===== config.mk =====
export PLATFORM = sky130hd
export DESIGN_NAME = i2c_ioexp_multi
export DESIGN_NICKNAME = d
export VERILOG_FILES = /design/src/rtl/i2c_ioexp_pkg.sv /design/src/rtl/i2c_basic.sv /design/src/rtl/i2c_ioexp_multi.sv
export SDC_FILE = /design/constraint.sdc
export NUM_CORES = 1
export LEC_CHECK = 0
export BUFFER_PORTS_ARGS = -buffer_cell sky130_fd_sc_hd__buf_2
export CAP_MARGIN = 15
export CORE_ASPECT_RATIO = 0.6
export CORE_UTILIZATION = 50
export CTS_BUF_LIST = sky130_fd_sc_hd__clkbuf_8
export DETAILED_ROUTE_END_ITERATION = 10
export PLACE_DENSITY_LB_ADDON = 0.12
export SYNTH_ARGS = -nofsm -noshare
export SYNTH_HDL_FRONTEND = slang
export SYNTH_HIERARCHICAL = 1
export SYNTH_SLANG_ARGS = --single-unit

===== constraint.sdc =====
create_clock -name clk -period 5.72 [get_ports clk]
set_input_delay 0.572 -clock clk [delete_from_list [all_inputs] [get_ports clk]]
set_output_delay 0.572 -clock clk [all_outputs]
set_load 0.005 [all_outputs]

===== src/rtl/i2c_ioexp_pkg.sv =====
// Shared definitions for the PCAL6416A multi-expander I2C writer.
// Holds the controller/engine state types and the expander register addresses.
package i2c_ioexp_pkg;
    localparam int MAX_DEV = 4;
    localparam int IDX_W   = $clog2(MAX_DEV);

    localparam logic [7:0] PCAL_REG_OUTPUT0 = 8'h02;
    localparam logic [7:0] PCAL_REG_CONFIG0 = 8'h06;

    typedef enum logic [2:0] {
        INIT_ISSUE,
        INIT_WAIT,
        IDLE,
        UPD_ISSUE,
        UPD_WAIT
    } ioexp_state_e;

    typedef enum logic [2:0] {
        E_IDLE,
        E_START,
        E_LO,
        E_HI,
        E_STOP0,
        E_STOP1
    } i2c_state_e;
endpackage


===== src/rtl/i2c_basic.sv =====
// Write-only I2C master: START, address+W, num_wr_bytes data bytes, STOP.
// sdata is open-drain style: a 1 is sent by releasing the line (sdata_oe_n=1).
module i2c_basic
    import i2c_ioexp_pkg::*;
#(
    parameter int CLK_DIV_BITS = 10
) (
    input  logic       clk,
    input  logic       reset,
    input  logic [6:0] addr,
    input  logic [1:0] num_wr_bytes,
    input  logic [7:0] wr_data0,
    input  logic [7:0] wr_data1,
    input  logic [7:0] wr_data2,
    input  logic       start,
    output logic       done,
    output logic       sclk,
    output logic       sdata,
    output logic       sdata_oe_n
);
    i2c_state_e              st_q, st_d;
    logic [CLK_DIV_BITS-1:0] div_q, div_d;
    logic [3:0]              bit_q, bit_d;
    logic [1:0]              byte_q, byte_d, last_q, last_d;
    logic [7:0]              sh_q, sh_d, nxt_byte;
    logic [23:0]             dat_q, dat_d;
    logic                    scl_q, scl_d, sda_q, sda_d;
    logic                    tick;

    // One tick per half sclk period.
    assign tick = (div_q == '1);

    always_comb begin
        st_d   = st_q;
        div_d  = (st_q == E_IDLE) ? '0 : div_q + CLK_DIV_BITS'(1);
        bit_d  = bit_q;
        byte_d = byte_q;
        last_d = last_q;
        sh_d   = sh_q;
        dat_d  = dat_q;
        scl_d  = scl_q;
        sda_d  = sda_q;
        done   = 1'b0;
        case (byte_q)
            2'd0:    nxt_byte = dat_q[23:16];
            2'd1:    nxt_byte = dat_q[15:8];
            default: nxt_byte = dat_q[7:0];
        endcase
        case (st_q)
            E_IDLE: if (start) begin
                sda_d  = 1'b0;
                sh_d   = {addr, 1'b0};
                dat_d  = {wr_data0, wr_data1, wr_data2};
                last_d = num_wr_bytes;
                bit_d  = '0;
                byte_d = '0;
                st_d   = E_START;
            end
            E_START: if (tick) begin
                scl_d = 1'b0;
                sda_d = sh_q[7];
                st_d  = E_LO;
            end
            E_LO: if (tick) begin
                scl_d = 1'b1;
                st_d  = E_HI;
            end
            E_HI: if (tick) begin
                scl_d = 1'b0;
                st_d  = E_LO;
                if (bit_q == 4'd8) begin
                    if (byte_q == last_q) begin
                        sda_d = 1'b0;
                        st_d  = E_STOP0;
                    end else begin
                        byte_d = byte_q + 2'd1;
                        bit_d  = '0;
                        sh_d   = nxt_byte;
                        sda_d  = nxt_byte[7];
                    end
                end else if (bit_q == 4'd7) begin
                    // Release the line for the slave's acknowledge slot.
                    bit_d = 4'd8;
                    sda_d = 1'b1;
                end else begin
                    bit_d = bit_q + 4'd1;
                    sh_d  = {sh_q[6:0], 1'b0};
                    sda_d = sh_q[6];
                end
            end
            E_STOP0: if (tick) begin
                scl_d = 1'b1;
                st_d  = E_STOP1;
            end
            E_STOP1: if (tick) begin
                sda_d = 1'b1;
                done  = 1'b1;
                st_d  = E_IDLE;
            end
            default: st_d = E_IDLE;
        endcase
    end

    always_ff @(posedge clk) begin
        if (reset) begin
            st_q  <= E_IDLE;
            div_q <= '0;
            scl_q <= 1'b1;
            sda_q <= 1'b1;
        end else begin
            st_q  <= st_d;
            div_q <= div_d;
            scl_q <= scl_d;
            sda_q <= sda_d;
        end
        bit_q  <= bit_d;
        byte_q <= byte_d;
        last_q <= last_d;
        sh_q   <= sh_d;
        dat_q  <= dat_d;
    end

    assign sclk       = scl_q;
    assign sdata      = sda_q;
    assign sdata_oe_n = sda_q;
endmodule


===== src/rtl/i2c_ioexp_multi.sv =====
// Keeps NUM_DEV PCAL6416A expanders' outputs in sync with `in` over one I2C bus.
// Define I2C_IOEXP_PERIODIC_REFRESH_EN to add a periodic full rewrite after init.
module i2c_ioexp_multi
    import i2c_ioexp_pkg::*;
#(
    parameter int                    CLK_DIV_BITS = 10,
    parameter int                    NUM_DEV      = 2,
    parameter logic [NUM_DEV*7-1:0]  DEV_ADDRS    = {7'h21, 7'h20},
    parameter logic [NUM_DEV*16-1:0] OUT_MASK     = '1
`ifdef I2C_IOEXP_PERIODIC_REFRESH_EN
    , parameter int unsigned         REFRESH_CYCLES = 2**20
`endif
) (
    input  logic                  clk,
    input  logic                  reset,
    input  logic [NUM_DEV*16-1:0] in,
    input  logic                  refresh,
    output logic                  init_done,
    output logic                  busy,
    output logic                  sclk,
    output logic                  sdata,
    output logic                  sdata_oe_n
);
    ioexp_state_e     state_q, state_d;
    logic [IDX_W-1:0] init_idx_q, init_idx_d, last_idx_q, last_idx_d, sel_q, sel_d, cur;
    logic [NUM_DEV-1:0] dirty_q, dirty_d;
    logic [15:0]      shadow_q [NUM_DEV];
    logic [15:0]      shadow_d [NUM_DEV];
    logic             init_done_q, init_done_d;
    logic             issue, start, done, in_init, found, refresh_int;
    logic [6:0]       addr_mux;
    logic [15:0]      cfg_mux, in_mux;
    logic [7:0]       wr0, wr1, wr2;

`ifdef I2C_IOEXP_PERIODIC_REFRESH_EN
    logic [31:0] rcnt_q, rcnt_d;
    logic        per_tick;

    always_comb begin
        per_tick = init_done_q && (rcnt_q == 32'(REFRESH_CYCLES - 1));
        rcnt_d   = (!init_done_q || per_tick) ? '0 : rcnt_q + 32'd1;
    end

    always_ff @(posedge clk) begin
        if (reset) rcnt_q <= '0;
        else       rcnt_q <= rcnt_d;
    end

    assign refresh_int = refresh | per_tick;
`else
    assign refresh_int = refresh;
`endif

    assign in_init = (state_q == INIT_ISSUE) || (state_q == INIT_WAIT);
    assign cur     = in_init ? init_idx_q : sel_q;

    always_comb begin
        addr_mux = '0;
        cfg_mux  = '0;
        in_mux   = '0;
        for (int i = 0; i < NUM_DEV; i++) begin
            if (cur == IDX_W'(i)) begin
                addr_mux = DEV_ADDRS[7*i +: 7];
                cfg_mux  = ~OUT_MASK[16*i +: 16];
                in_mux   = in[16*i +: 16];
            end
        end
        wr0 = in_init ? PCAL_REG_CONFIG0 : PCAL_REG_OUTPUT0;
        wr1 = in_init ? cfg_mux[7:0]  : in_mux[7:0];
        wr2 = in_init ? cfg_mux[15:8] : in_mux[15:8];
    end

    always_comb begin
        state_d     = state_q;
        init_idx_d  = init_idx_q;
        last_idx_d  = last_idx_q;
        sel_d       = sel_q;
        init_done_d = init_done_q;
        shadow_d    = shadow_q;
        issue       = 1'b0;
        found       = 1'b0;
        // Refresh is only honoured after init: init ends with every bit set anyway.
        for (int i = 0; i < NUM_DEV; i++)
            dirty_d[i] = dirty_q[i] || (in[16*i +: 16] != shadow_q[i]) || (refresh_int && init_done_q);
        case (state_q)
            INIT_ISSUE: begin
                issue   = 1'b1;
                state_d = INIT_WAIT;
            end
            INIT_WAIT: if (done) begin
                if (init_idx_q == IDX_W'(NUM_DEV - 1)) begin
                    init_done_d = 1'b1;
                    dirty_d     = '1;
                    state_d     = IDLE;
                end else begin
                    init_idx_d = init_idx_q + IDX_W'(1);
                    state_d    = INIT_ISSUE;
                end
            end
            IDLE: if (|dirty_q) begin
                // Round robin: first dirty device after the last one serviced.
                for (int k = 1; k <= NUM_DEV; k++)
                    for (int i = 0; i < NUM_DEV; i++)
                        if (!found && dirty_q[i] && ((int'(last_idx_q) + k) % NUM_DEV == i)) begin
                            found = 1'b1;
                            sel_d = IDX_W'(i);
                        end
                state_d = UPD_ISSUE;
            end
            UPD_ISSUE: begin
                issue = 1'b1;
                for (int i = 0; i < NUM_DEV; i++)
                    if (sel_q == IDX_W'(i)) begin
                        shadow_d[i] = in[16*i +: 16];
                        dirty_d[i]  = 1'b0;
                    end
                state_d = UPD_WAIT;
            end
            UPD_WAIT: if (done) begin
                last_idx_d = sel_q;
                state_d    = IDLE;
            end
            default: state_d = INIT_ISSUE;
        endcase
    end

    always_ff @(posedge clk) begin
        if (reset) begin
            state_q     <= INIT_ISSUE;
            init_idx_q  <= '0;
            last_idx_q  <= IDX_W'(NUM_DEV - 1);
            sel_q       <= '0;
            dirty_q     <= '0;
            init_done_q <= 1'b0;
            for (int i = 0; i < NUM_DEV; i++) shadow_q[i] <= '0;
        end else begin
            state_q     <= state_d;
            init_idx_q  <= init_idx_d;
            last_idx_q  <= last_idx_d;
            sel_q       <= sel_d;
            dirty_q     <= dirty_d;
            init_done_q <= init_done_d;
            shadow_q    <= shadow_d;
        end
    end

    assign start     = issue && !reset;
    assign busy      = !reset && (state_q != IDLE);
    assign init_done = init_done_q;

    i2c_basic #(
        .CLK_DIV_BITS(CLK_DIV_BITS)
    ) u_i2c (
        .clk         (clk),
        .reset       (reset),
        .addr        (addr_mux),
        .num_wr_bytes(2'd3),
        .wr_data0    (wr0),
        .wr_data1    (wr1),
        .wr_data2    (wr2),
        .start       (start),
        .done        (done),
        .sclk        (sclk),
        .sdata       (sdata),
        .sdata_oe_n  (sdata_oe_n)
    );
endmodule

==> Yosys cells after proc, flatten, opt, wreduce, memory -nomap -nowiden <==
Index checks and enable logic that the tools add are counted.
{ "word_totals": {"reg_bits": 96, "in_bits": 35} }
{ "op_classes": {"n_addsub": 6, "n_eq_ne": 37, "mux": 69, "n_bitwise": 3, "n_reduce_logical": 49} }
{ "op_table": {"columns": ["cell", "n"], "rows": [
  ["zero test 32 bit", 2],
  ["two-way mux 8 bit", 5],
  ["two-way mux 3 bit", 12],
  ["two-way mux 16 bit", 2],
  ["!= test 16 bit", 2],
  ["case mux 8 bit (2 select lines)", 2],
  ["two-way mux 2 bit", 12],
  ["two-way mux 1 bit", 22],
  ["two-way mux 4 bit", 5],
  ["case mux 3 bit (6 select lines)", 1],
  ["!= test 2 x 1 -> 1 bit (second input constant)", 8],
  ["case mux 3 bit (5 select lines)", 1],
  ["AND reduction 3 bit", 5],
  ["AND reduction 5 bit", 3],
  ["equality test 3 x 2 -> 1 bit (second input constant)", 4],
  ["two-way mux 6 bit", 2],
  ["adder 10 x 1 -> 10 bit (second input constant)", 1],
  ["equality test 10 bit (second input constant)", 1],
  ["logical AND 1 bit", 10],
  ["!= test 2 bit (second input constant)", 5],
  ["OR reduction 2 bit", 5],
  ["equality test 3 bit (second input constant)", 3],
  ["equality test 2 x 1 -> 1 bit (second input constant)", 4],
  ["case mux 2 bit (2 select lines)", 2],
  ["23 further kinds", 45]
]} }

==> Depth between registers and ports, before layout <==
Gate-level depths: netlist (run 1).
{ "logic_depth": {"ltp_word": 24, "ltp_mapped": 8} }

==> By module <==
The synthesis (run 1) kept the hierarchy.
{ "modules_own_cells": {"columns": ["module", "n_inst", "cells_per_inst", "area_each_um2", "seq_area_each_um2"], "rows": [
  ["i2c_basic", 1, 216, 2560.0, 1501.4],
  ["i2c_ioexp_multi", 1, 278, 2242.2, 840.8]
]} }

==> Least setup slack after synthesis (run 1) <==
Ideal clock, no wire load.
{ "synth_timing": {"kind": "input to register", "from": "input port reset", "to": "register u_i2c.bit_q[0] (enable)", "arrival_ns": 3.585, "slack_ns": 1.825, "cell_stages": 6, "n_path_buf": 2, "cell_sequence": "clkbuf_1 clkbuf_1 nor3_1 nand2b_1 nor3_1 o22a_1"} }
{ "synth_between": {"elab_chain_cells": 4} }
{ "synth_lines": {"columns": ["element", "line", "text"], "rows": [
  ["from (decl)", "i2c_ioexp_multi.sv:15", "input logic reset,"],
  ["zero test 1 bit", "i2c_ioexp_multi.sv:147", "assign start = issue && !reset;"],
  ["logical AND 1 bit", "i2c_ioexp_multi.sv:147", null],
  ["net start", "i2c_ioexp_multi.sv:30", "logic issue, start, done, in_init, found, refresh_int;"],
  ["!= test 2 bit (no line)", null, null],
  ["AND reduction 4 bit (no line)", null, null],
  ["to (signal assigned)", "i2c_basic.sv:116", "bit_q <= bit_d;"],
  ["to (decl)", "i2c_basic.sv:23", "logic [3:0] bit_q, bit_d;"]
]} }
The timed path passes the listed nets, and every way through them passes these cells.
A chain may end at the register's enable or synchronous reset.

==> Worst setup path in the final report (run 1) <==
{ "layout_timing": {"from": "register u_i2c.div_q[0]", "to": "register init_idx_q[0]"} }
{ "layout_between": {"elab_chain_cells": 4} }
{ "layout_lines": {"columns": ["element", "line", "text"], "rows": [
  ["from (decl)", "i2c_basic.sv:22", "logic [CLK_DIV_BITS-1:0] div_q, div_d;"],
  ["from (signal assigned)", "i2c_basic.sv:112", "div_q <= div_d;"],
  ["equality test 10 bit", "i2c_basic.sv:31", "assign tick = (div_q == '1);"],
  ["two-way mux 1 bit", "i2c_basic.sv:95", "E_STOP1: if (tick) begin"],
  ["two-way mux 1 bit", "i2c_basic.sv:49", "case (st_q)"],
  ["net done", "i2c_ioexp_multi.sv:30", null],
  ["AND reduction 3 bit (no line)", null, null],
  ["to (signal assigned)", "i2c_ioexp_multi.sv:138", "init_idx_q <= init_idx_d;"],
  ["to (decl)", "i2c_ioexp_multi.sv:25", "logic [IDX_W-1:0] init_idx_q, init_idx_d, last_idx_q, last_idx_d, sel_q, sel_d, cur;"]
]} }
The timed path passes the listed nets, and every way through them passes these cells.

==> results.py, run 1 <==
metrics = {
    "outcome": {
        "outcome": "completed",
    },
    "global_route": {
        "overflow": 0,
        "grt_pass1_vias": 3405,
        "track_usage_pct": 22.3,
        "grt_max_degree": 52,
        "grt_pass1_wl_mm": 17.0,
        "grt_antenna_before_repair": 0,
    },
    "route": {
        "drc": 0,
        "drt-initial-drc-count": 235,
        "drt-wirelength-per-cell_um": 15.5,
        "first_pass_iters": 4,
        "vias": 3577,
        "antenna_left": 0,
        "viasPerCell": 5.37,
        "wl_mm": 10.3,
    },
    "die": {
        "core_mm2": 0.00926,
        "io_pins": 40,
        "die-area_mm2": 0.0100,
        "core.rowCount": 27,
        "die-width_um": 129,
        "die_y_um": 77.9,
        "start_util_pct": 51.9,
    },
    "synthesis": {
        "synth_compound_area_share_pct": 13.7,
        "synth-simple-area-share_pct": 19.1,
        "synth_area_leaders": "edfxtp_1 25%, dfxtp_1 24%, xnor2_1 6.9%",
        "yosys.area.top_type": "edfxtp_1",
        "synth_fa_ha_area_share_pct": 1.56,
        "syn_area_per_cell_um2": 9.72,
        "synth-edff-count": 40,
        "async_flop_share_pct": 0,
        "muxShareOfSynthArea_pct": 3.57,
        "yosys.cell_types.count": 67,
        "syn_area_mm2": 0.00480,
        "synthCells": 494,
        "ys_seq_elements": 97,
        "ys.flop_type": "dfxtp_1",
        "yosysWarnings": 6,
        "synth_top_area_share_pct": 25.0,
        "yosysSeqAreaShare_pct": 48.8,
        "synth_top_family_by_area": "simple AND/OR/NAND/NOR gates",
        "synth_xor_area_share_pct": 8.18,
    },
    "cells_and_area": {
        "layout_common_cells": "80 x nand2_1, 57 x dfxtp_1, 42 x nor2_1, 42 x a21oi_1, 40 x edfxtp_1",
        "drive_gt1_share_pct": 14.7,
        "insertedDiodeCount": 0,
        "layout_commonest_cell": "nand2_1",
        "final_area_mm2": 0.00523,
        "area_delta_synth_final_pct": 8.94,
        "finalNetCount": 572,
        "utilization_pct": 56.5,
    },
    "sta": {
        "fin_worst_skew_ps": 7.53,
        "finalCritPeriodShare_pct": 40.0,
        "rsz0062_at_grt": "no",
        "setup_violations": 0,
        "setup_ws_ps": 3430,
        "slew_violations": 0,
        "worstMarginPinSlew_ps": 1110,
        "fin_tns_setup_ps": 0,
        "relSlewSlack_pct": 25.7,
        "hold_viol": 0,
        "fmaxAchievable_mhz": 437,
        "min_period_ps": 2290,
    },
    "worst_setup_path": {
        "end_kind": "register",
        "startpoint_type": "register",
        "slowest_stage": "dfxtp_1",
        "crit_chain": "ha_1, nand4_4, nor3_4, and4_1, and2_1, and3b_1, xnor2_1, nor2_1",
        "worstPathArrival_ps": 2500,
        "critPathRequiredTime_ps": 5930,
        "critical_path.max_fanout": 7,
        "slowest_delay_ps": 390,
        "path_class": "reg -> reg",
    },
    "cts": {
        "post_cts_resized": 0,
        "clk_latency_ps": 370,
        "cts_sinks": 97,
        "post_cts_buffers": 0,
        "cts_tree": "done",
        "numCtsBuffers": 9,
        "postCtsHoldBufs": 0,
        "clockBufferDepth": 2,
        "clk_pin_slew_ps": 90,
        "htreeDepth": 3,
        "cts-root-buf": "clkbuf_8",
    },
    "placement": {
        "port_buffers": 39,
        "dpl_cell_area_mm2": 0.00505,
        "routabilityCongestion": 0.857,
        "dpl.hpwl_mm": 7.54,
        "place_ws_ps": 3050,
    },
    "power_and_ir_drop": {
        "leakagePower_nw": 1.85,
        "p_per_area_mw_per_mm2": 238,
        "vdd_drop_max_mv": 0.109,
    },
    "min_path": {
        "hold_path_class": "in -> reg",
    },
    "job": {
        "maxCapViolations": 0,
    },
}
per-layer routing:
layer	track usage (%)	routed length (um)
met1	33.5	5390
met2	31.0	4210
met3	6.07	602
met4	6.24	108
met5	0	0
per-stage QoR:
step	instances	total power (W)	hold WS [ps]
6_report	666	0.00125	466
5_1_grt	666	0.00130	461
4_1_cts	666	0.00125	452
3_5_place_dp	650	0.000841	459
3_3_place_gp	650	0.000840	447
2_1_floorplan	506	0.000804	430
cell usage after synthesis, types with 2 or more instances:
cell type,n
a32oi_1,2
nand3b_4,3
nor3b_1,2
a22o_1,8
xor2_1,5
buf_4,6
o21ai_1,2
a21oi_1,42
conb_1,2
a31oi_1,3
nand3_1,7
a211o_1,7
nor2_1,42
nor3_1,9
nand2_1,80
and3_1,3
xnor2_1,38
nor2_2,4
nand4_1,7
buf_2,6
buf_6,2
edfxtp_1,40
a211oi_1,4
o21ai_0,20
nor4_1,4
or3_1,3
clkbuf_1,9
a311oi_1,2
ha_1,6
inv_1,15
nor2b_1,2
dfxtp_1,57
inv_2,2
mux2i_1,16
o22a_1,2
kinds of logic (layout without fill, tap and decap cells):
family	Yosys count	in the layout
AND/OR/NAND/NOR	181	181
buffers and inverters	44	74
adder cells (fa/ha/maj)	6	6
AO/OA/AOI/OAI	103	103
flip-flops	97	97
multiplexers	17	17
XOR/XNOR	44	44
other	2	14
report_power, final:
part / internal (W) / switching (W) / total [W]
logic: 0.0000334 / 0.0000512 / 0.0000846
registers: 0.000732 / 0.00000944 / 0.000741
clock network: 0.000181 / 0.000238 / 0.000419
total: 0.000947 / 0.000299 / 0.00125
area by class of cell:
type	count	area, um^2
flip-flops and latches	97	2340
repair buffers	41	210
clock inverters	5	30.0
inverters	17	63.8
multi-input cells	365	2270
well taps	130	163
fillers	848	4030
clock buffers	11	151
final timing paths:
path | start | endpoint | slack, ps | cells past startpoint
setup / recovery | u_i2c/div_q[0] | init_idx_q[0] | 3430 | 8
hold / removal | in[6] | shadow_q[22] | 470 | 3
setup reg to reg | u_i2c/div_q[0] | init_idx_q[0] | 3430 | 8
hold reg to reg | shadow_q[31] | shadow_q[31] | 470 | 2
worst max-delay path, delay by kind of cell (launching register included):
family	cells	cell delay, ps
AND/OR/NAND/NOR	6	1350
XOR/XNOR	1	140
adder cells (fa/ha/maj)	1	270
flip-flops	1	390
state kept, by name (all words and copies together) (netlist names), 3 cells and up:
signal,cells
shadow_q,32
u_i2c/sh_q,8
u_i2c/st_q,3
state_q,3
u_i2c/bit_q,4
u_i2c/div_q,10
u_i2c/dat_q,24
No activity file was read; power rests on OpenSTA's default activity.
==> inputs of run 2 (changes only) <==
clock period = 1.9 ns   (was 5.72 ns; I/O delays follow)
==> results.py, run 2 (synthesis gave the netlist of run 1 again) <==
metrics = {
    "outcome": {
        "outcome": "completed",
    },
    "cts": {
        "htreeDepth": 3,
        "numCtsBuffers": 9,
        "cts_sinks": 97,
        "clockBufferDepth": 2,
        "cts_tree": "done",
        "clk_latency_ps": 370,
        "clk_pin_slew_ps": 100,
        "cts-root-buf": "clkbuf_8",
    },
    "global_route": {
        "grt_max_degree": 39,
        "overflow": 0,
        "grt_antenna_before_repair": 0,
        "grt_pass1_vias": 3525,
        "track_usage_pct": 23.3,
        "grt_pass1_wl_mm": 17.7,
    },
    "route": {
        "drt-initial-drc-count": 361,
        "viasPerCell": 5.37,
        "drt-wirelength-per-cell_um": 15.5,
        "drc": 0,
        "vias": 3721,
        "wl_mm": 10.8,
        "first_pass_iters": 7,
        "antenna_left": 0,
    },
    "worst_setup_path": {
        "slowest_stage": "dfxtp_1",
        "worstPathArrival_ps": 2080,
        "slowest_delay_ps": 380,
        "critical_path.max_fanout": 4,
        "cp_num_buf_inv": 0,
        "path_class": "reg -> reg",
        "cp_top_family": "simple AND/OR/NAND/NOR gates",
        "end_kind": "register",
        "critPathRequiredTime_ps": 2160,
        "startpoint_type": "register",
        "crit_chain": "ha_4, nand4_4, nor3_4, and4_4, nor4b_2, nor2b_1, a211o_1",
    },
    "die": {
        "core.rowCount": 27,
        "io_pins": 40,
        "start_util_pct": 51.9,
        "die-area_mm2": 0.0100,
        "die-width_um": 129,
        "core_mm2": 0.00926,
        "die_y_um": 77.9,
    },
    "placement": {
        "dpl_cell_area_mm2": 0.00527,
        "dp_cells": 676,
        "port_buffers": 39,
        "routabilityCongestion": 0.861,
        "dpl.hpwl_mm": 7.92,
        "place_ws_ps": 8.80,
    },
    "cells_and_area": {
        "top_register": "shadow_q",
        "layout_common_cells": "80 x nand2_1, 56 x dfxtp_1, 42 x nor2_1, 42 x a21oi_1, 40 x edfxtp_1",
        "drive_gt1_share_pct": 21.1,
        "layout_commonest_cell": "nand2_1",
        "multiInputGateArea_mm2": 0.00235,
        "area_delta_synth_final_pct": 15.3,
        "finalNetCount": 599,
        "final_area_mm2": 0.00554,
        "insertedDiodeCount": 0,
        "reg.largest.list": "shadow_q (32), u_i2c/dat_q (24), u_i2c/div_q (10)",
        "fill_cells": 828,
        "layout.cells.non_filler": 693,
        "largest_register_ffs": 32,
        "seqCellArea_mm2": 0.00234,
    },
    "sta": {
        "setup_ws_ps": 79.5,
        "slew_violations": 0,
        "fmaxAchievable_mhz": 549,
        "relSlewSlack_pct": 64.6,
        "hold_viol": 0,
        "setup_violations": 0,
        "worstMarginPinSlew_ps": 531,
        "hold_slack_ps": 77.4,
        "finalCritPeriodShare_pct": 95.8,
        "fin_worst_skew_ps": 8.21,
        "min_period_ps": 1820,
    },
    "power_and_ir_drop": {
        "leakagePower_nw": 1.99,
        "vdd_drop_max_mv": 0.442,
        "p_per_area_mw_per_mm2": 704,
    },
    "job": {
        "maxCapViolations": 0,
    },
    "min_path": {
        "hold_path_class": "in -> reg",
    },
}
-- run 2: changes by cell type in the layout (fill, tap and decap cells not counted), sizes merged --
cell,before,now
buf,41,68
bufinv,0,1
clkbuf,11,9
clkinv,2,1
clkinvlp,0,2
-- run 2: metrics by stage --
step	setup TNS, ps	total power [W]	util [%]
4_1_cts	0	0.00392	59.1
3_3_place_gp	0	0.00255	56.9
5_1_grt	-1.31	0.00405	59.8
2_1_floorplan	-3960	0.00243	-
3_5_place_dp	0	0.00255	56.9
6_report	0	0.00390	59.8
-- run 2: where the power goes --
group,leakage [nW],internal (W),switching [W]
clock,0.0966,0.000620,0.000763
combinational,1.06,0.000118,0.000171
sequential,0.834,0.00220,0.0000226
-- run 2: worst reg2reg max path, stage by stage, from the launching register on --
cell	delay, ps
dfxtp_1	380
ha_4	160
nand4_4	140
nor3_4	150
and4_4	270
nor4b_2	250
nor2b_1	80
a211o_1	270
-- run 2: layout make-up --
class                   count  area share, %
clock inverters             7           1.38
well taps                 130           2.94
clock buffers               9           2.24
multi-input cells         365           42.5
repair buffers             68           7.52
inverters                  17           1.15
flip-flops and latches     97           42.3
-- run 2: worst paths after layout --
path / from / end / slack (ps) / cells after the start
hold reg to reg: shadow_q[5] / shadow_q[5] / 470 / 2
setup reg to reg: u_i2c/div_q[0] / last_idx_q[0] / 80 / 7
setup / recovery: u_i2c/div_q[0] / last_idx_q[0] / 80 / 7
hold / removal: in[12] / shadow_q[28] / 80 / 3
-- run 2: per-layer routing --
| layer | wire length [um] | up-vias | global-route usage, % |
|---|---|---|---|
| met5 | 0 | - | 0 |
| met4 | 89 | 0 | 5.06 |
| met3 | 528 | 9 | 5.17 |
| met2 | 4450 | 89 | 32.4 |
| met1 | 5680 | 1781 | 36.1 |
| li1 | - | 1842 | - |
-- run 2: timing repair --
item / 4_1_cts / 5_1_grt
setup buffers: 0 / 1
resized for setup: 0 / 16
hold endpoints to repair: 0 / 0
endpoints found under the setup margin: 0 / 27
hold buffers: 0 / 0
==> inputs of run 3 (changes only) <==
CORE_UTILIZATION = 55   (was 50)
==> results.py, run 3 (synthesis gave the netlist of run 1 again) <==
metrics = {
    "outcome": {
        "outcome": "completed",
    },
    "route": {
        "viasPerCell": 5.56,
        "drt-initial-drc-count": 275,
        "wl_mm": 10.6,
        "drc": 0,
        "drt-wirelength-per-cell_um": 15.8,
        "first_pass_iters": 4,
        "antenna_left": 0,
        "vias": 3734,
    },
    "sta": {
        "rsz0062_at_grt": "yes",
        "setup_violations": 0,
        "min_period_ps": 1850,
        "fin_worst_skew_ps": 10.8,
        "fmaxAchievable_mhz": 541,
        "worstMarginPinSlew_ps": 514,
        "setup_ws_ps": 50.3,
        "relSlewSlack_pct": 64.9,
        "finalCritPeriodShare_pct": 97.4,
        "slew_violations": 0,
        "hold_viol": 0,
        "hold_slack_ps": 49.2,
    },
    "cells_and_area": {
        "layout.cells.non_filler": 672,
        "reg.largest.list": "shadow_q (32), u_i2c/dat_q (24), u_i2c/div_q (10)",
        "seqCellArea_mm2": 0.00234,
        "largest_register_ffs": 32,
        "drive_gt1_share_pct": 21.6,
        "insertedDiodeCount": 0,
        "utilization_pct": 68.4,
        "layout_common_cells": "80 x nand2_1, 55 x dfxtp_1, 42 x nor2_1, 42 x a21oi_1, 40 x edfxtp_1",
        "layout_commonest_cell": "nand2_1",
        "area_delta_synth_final_pct": 16.3,
        "fill_cells": 635,
        "final_area_mm2": 0.00559,
        "top_register": "shadow_q",
        "finalNetCount": 600,
        "multiInputGateArea_mm2": 0.00239,
    },
    "die": {
        "die-area_mm2": 0.00912,
        "core.rowCount": 25,
        "core_mm2": 0.00816,
        "io_pins": 40,
        "start_util_pct": 58.8,
        "die_y_um": 74.4,
        "die-width_um": 123,
    },
    "global_route": {
        "grt_antenna_before_repair": 0,
        "met2_usage_pct": 35.9,
        "track_usage_pct": 25.1,
        "grt_max_degree": 48,
        "overflow": 0,
        "use_met1_pct": 36.6,
        "grt_pass1_vias": 3362,
        "grt.met3_usage_pct": 7.21,
        "grt_pass1_wl_mm": 16.8,
        "grt_most_used_layer": "met1",
    },
    "placement": {
        "port_buffers": 39,
        "dpl_cell_area_mm2": 0.00523,
        "place_ws_ps": 29.2,
        "dp_cells": 652,
        "routabilityCongestion": 0.857,
        "dpl.hpwl_mm": 7.88,
    },
    "power_and_ir_drop": {
        "switching_share_pct": 23.2,
        "combPwrFrac_pct": 7.3,
        "p_per_area_mw_per_mm2": 713,
        "vdd_drop_max_mv": 0.508,
        "pwr-share-seq_pct": 55.9,
        "leakagePower_nw": 2.04,
        "power.share.clock_pct": 36.8,
        "power_switching_w": 0.000925,
        "p_int_w": 0.00306,
    },
    "cts": {
        "cts_sinks": 97,
        "cts-root-buf": "clkbuf_8",
        "clk_pin_slew_ps": 100,
        "clk_latency_ps": 380,
        "clockBufferDepth": 2,
        "htreeDepth": 3,
        "cts_tree": "done",
        "numCtsBuffers": 9,
    },
    "worst_setup_path": {
        "r2r-end": "u_i2c/byte_q[1]",
        "path_class": "reg -> reg",
        "critPathRequiredTime_ps": 1970,
        "reg2reg_from": "u_i2c/div_q[0]",
        "end_kind": "register",
        "reg2reg_depth": 5,
        "critical_path.max_fanout": 5,
        "worstPathArrival_ps": 1920,
        "startpoint_type": "register",
        "ff2ff_setup_slack_ps": 50,
    },
    "min_path": {
        "hold_end": "u_i2c/st_q[2]",
        "holdPathStages": 2,
        "worstHoldStart": "reset",
        "hold_path_class": "in -> reg",
    },
    "job": {
        "maxCapViolations": 0,
    },
}
-- run 3: final cells by class --
| class | instances | area share, % |
|---|---|---|
| inverters | 17 | 1.14 |
| flip-flops and latches | 97 | 42.0 |
| clock buffers | 9 | 2.22 |
| well taps | 108 | 2.42 |
| repair buffers | 69 | 7.82 |
| multi-input cells | 365 | 42.7 |
| clock inverters | 7 | 1.70 |
-- run 3: per-stage QoR --
stage / total power [W] / setup TNS, ps
4_1_cts: 0.00401 / 0
5_1_grt: 0.00413 / -203
3_3_place_gp: 0.00255 / 0
6_report: 0.00399 / 0
2_1_floorplan: 0.00243 / -3960
3_5_place_dp: 0.00255 / 0
-- run 3: routing by layer --
| layer | vias up | part of all wire [%] |
|---|---|---|
| li1 | 1845 | - |
| met1 | 1778 | 51 |
| met2 | 101 | 42 |
| met3 | 10 | 6.2 |
| met4 | 0 | 0.87 |
| met5 | - | 0 |
-- run 3: worst max path at each step --
stage	endpoint	from	depth (start not counted)	slack, ps
2_1_floorplan	u_i2c/bit_q[0]	state_q[1]	6	-290
3_3_place_gp	init_idx_q[1]	u_i2c/div_q[1]	8	100
3_5_place_dp	init_idx_q[1]	u_i2c/div_q[1]	8	30
4_1_cts	init_idx_q[1]	u_i2c/div_q[1]	8	7
5_1_grt	dirty_q[1]	u_i2c/div_q[0]	7	-20
6_report	u_i2c/byte_q[1]	u_i2c/div_q[0]	5	50
-- run 3: repair_timing --
item,in CTS,in global routing
endpoints found under the setup margin,0,20
hold buffers,0,0
resized for setup,0,19
buffers inserted,0,4
-- run 3: critical path, cell delays in order, from the launching register on --
cell and delay (ps):
dfxtp_2 370, ha_4 160, nand4_4 140, buf_12 160, or3_4 370, o41ai_4 350
-- run 3: power by group through the flow --
stage	clock network [W]	logic (W)	registers, W
global route	0.00158	0.000316	0.00223
global placement	0	0.000271	0.00227
detailed placement	0	0.000275	0.00227
floorplan	0	0.000158	0.00227
CTS	0.00151	0.000277	0.00223
finish	0.00147	0.000291	0.00223
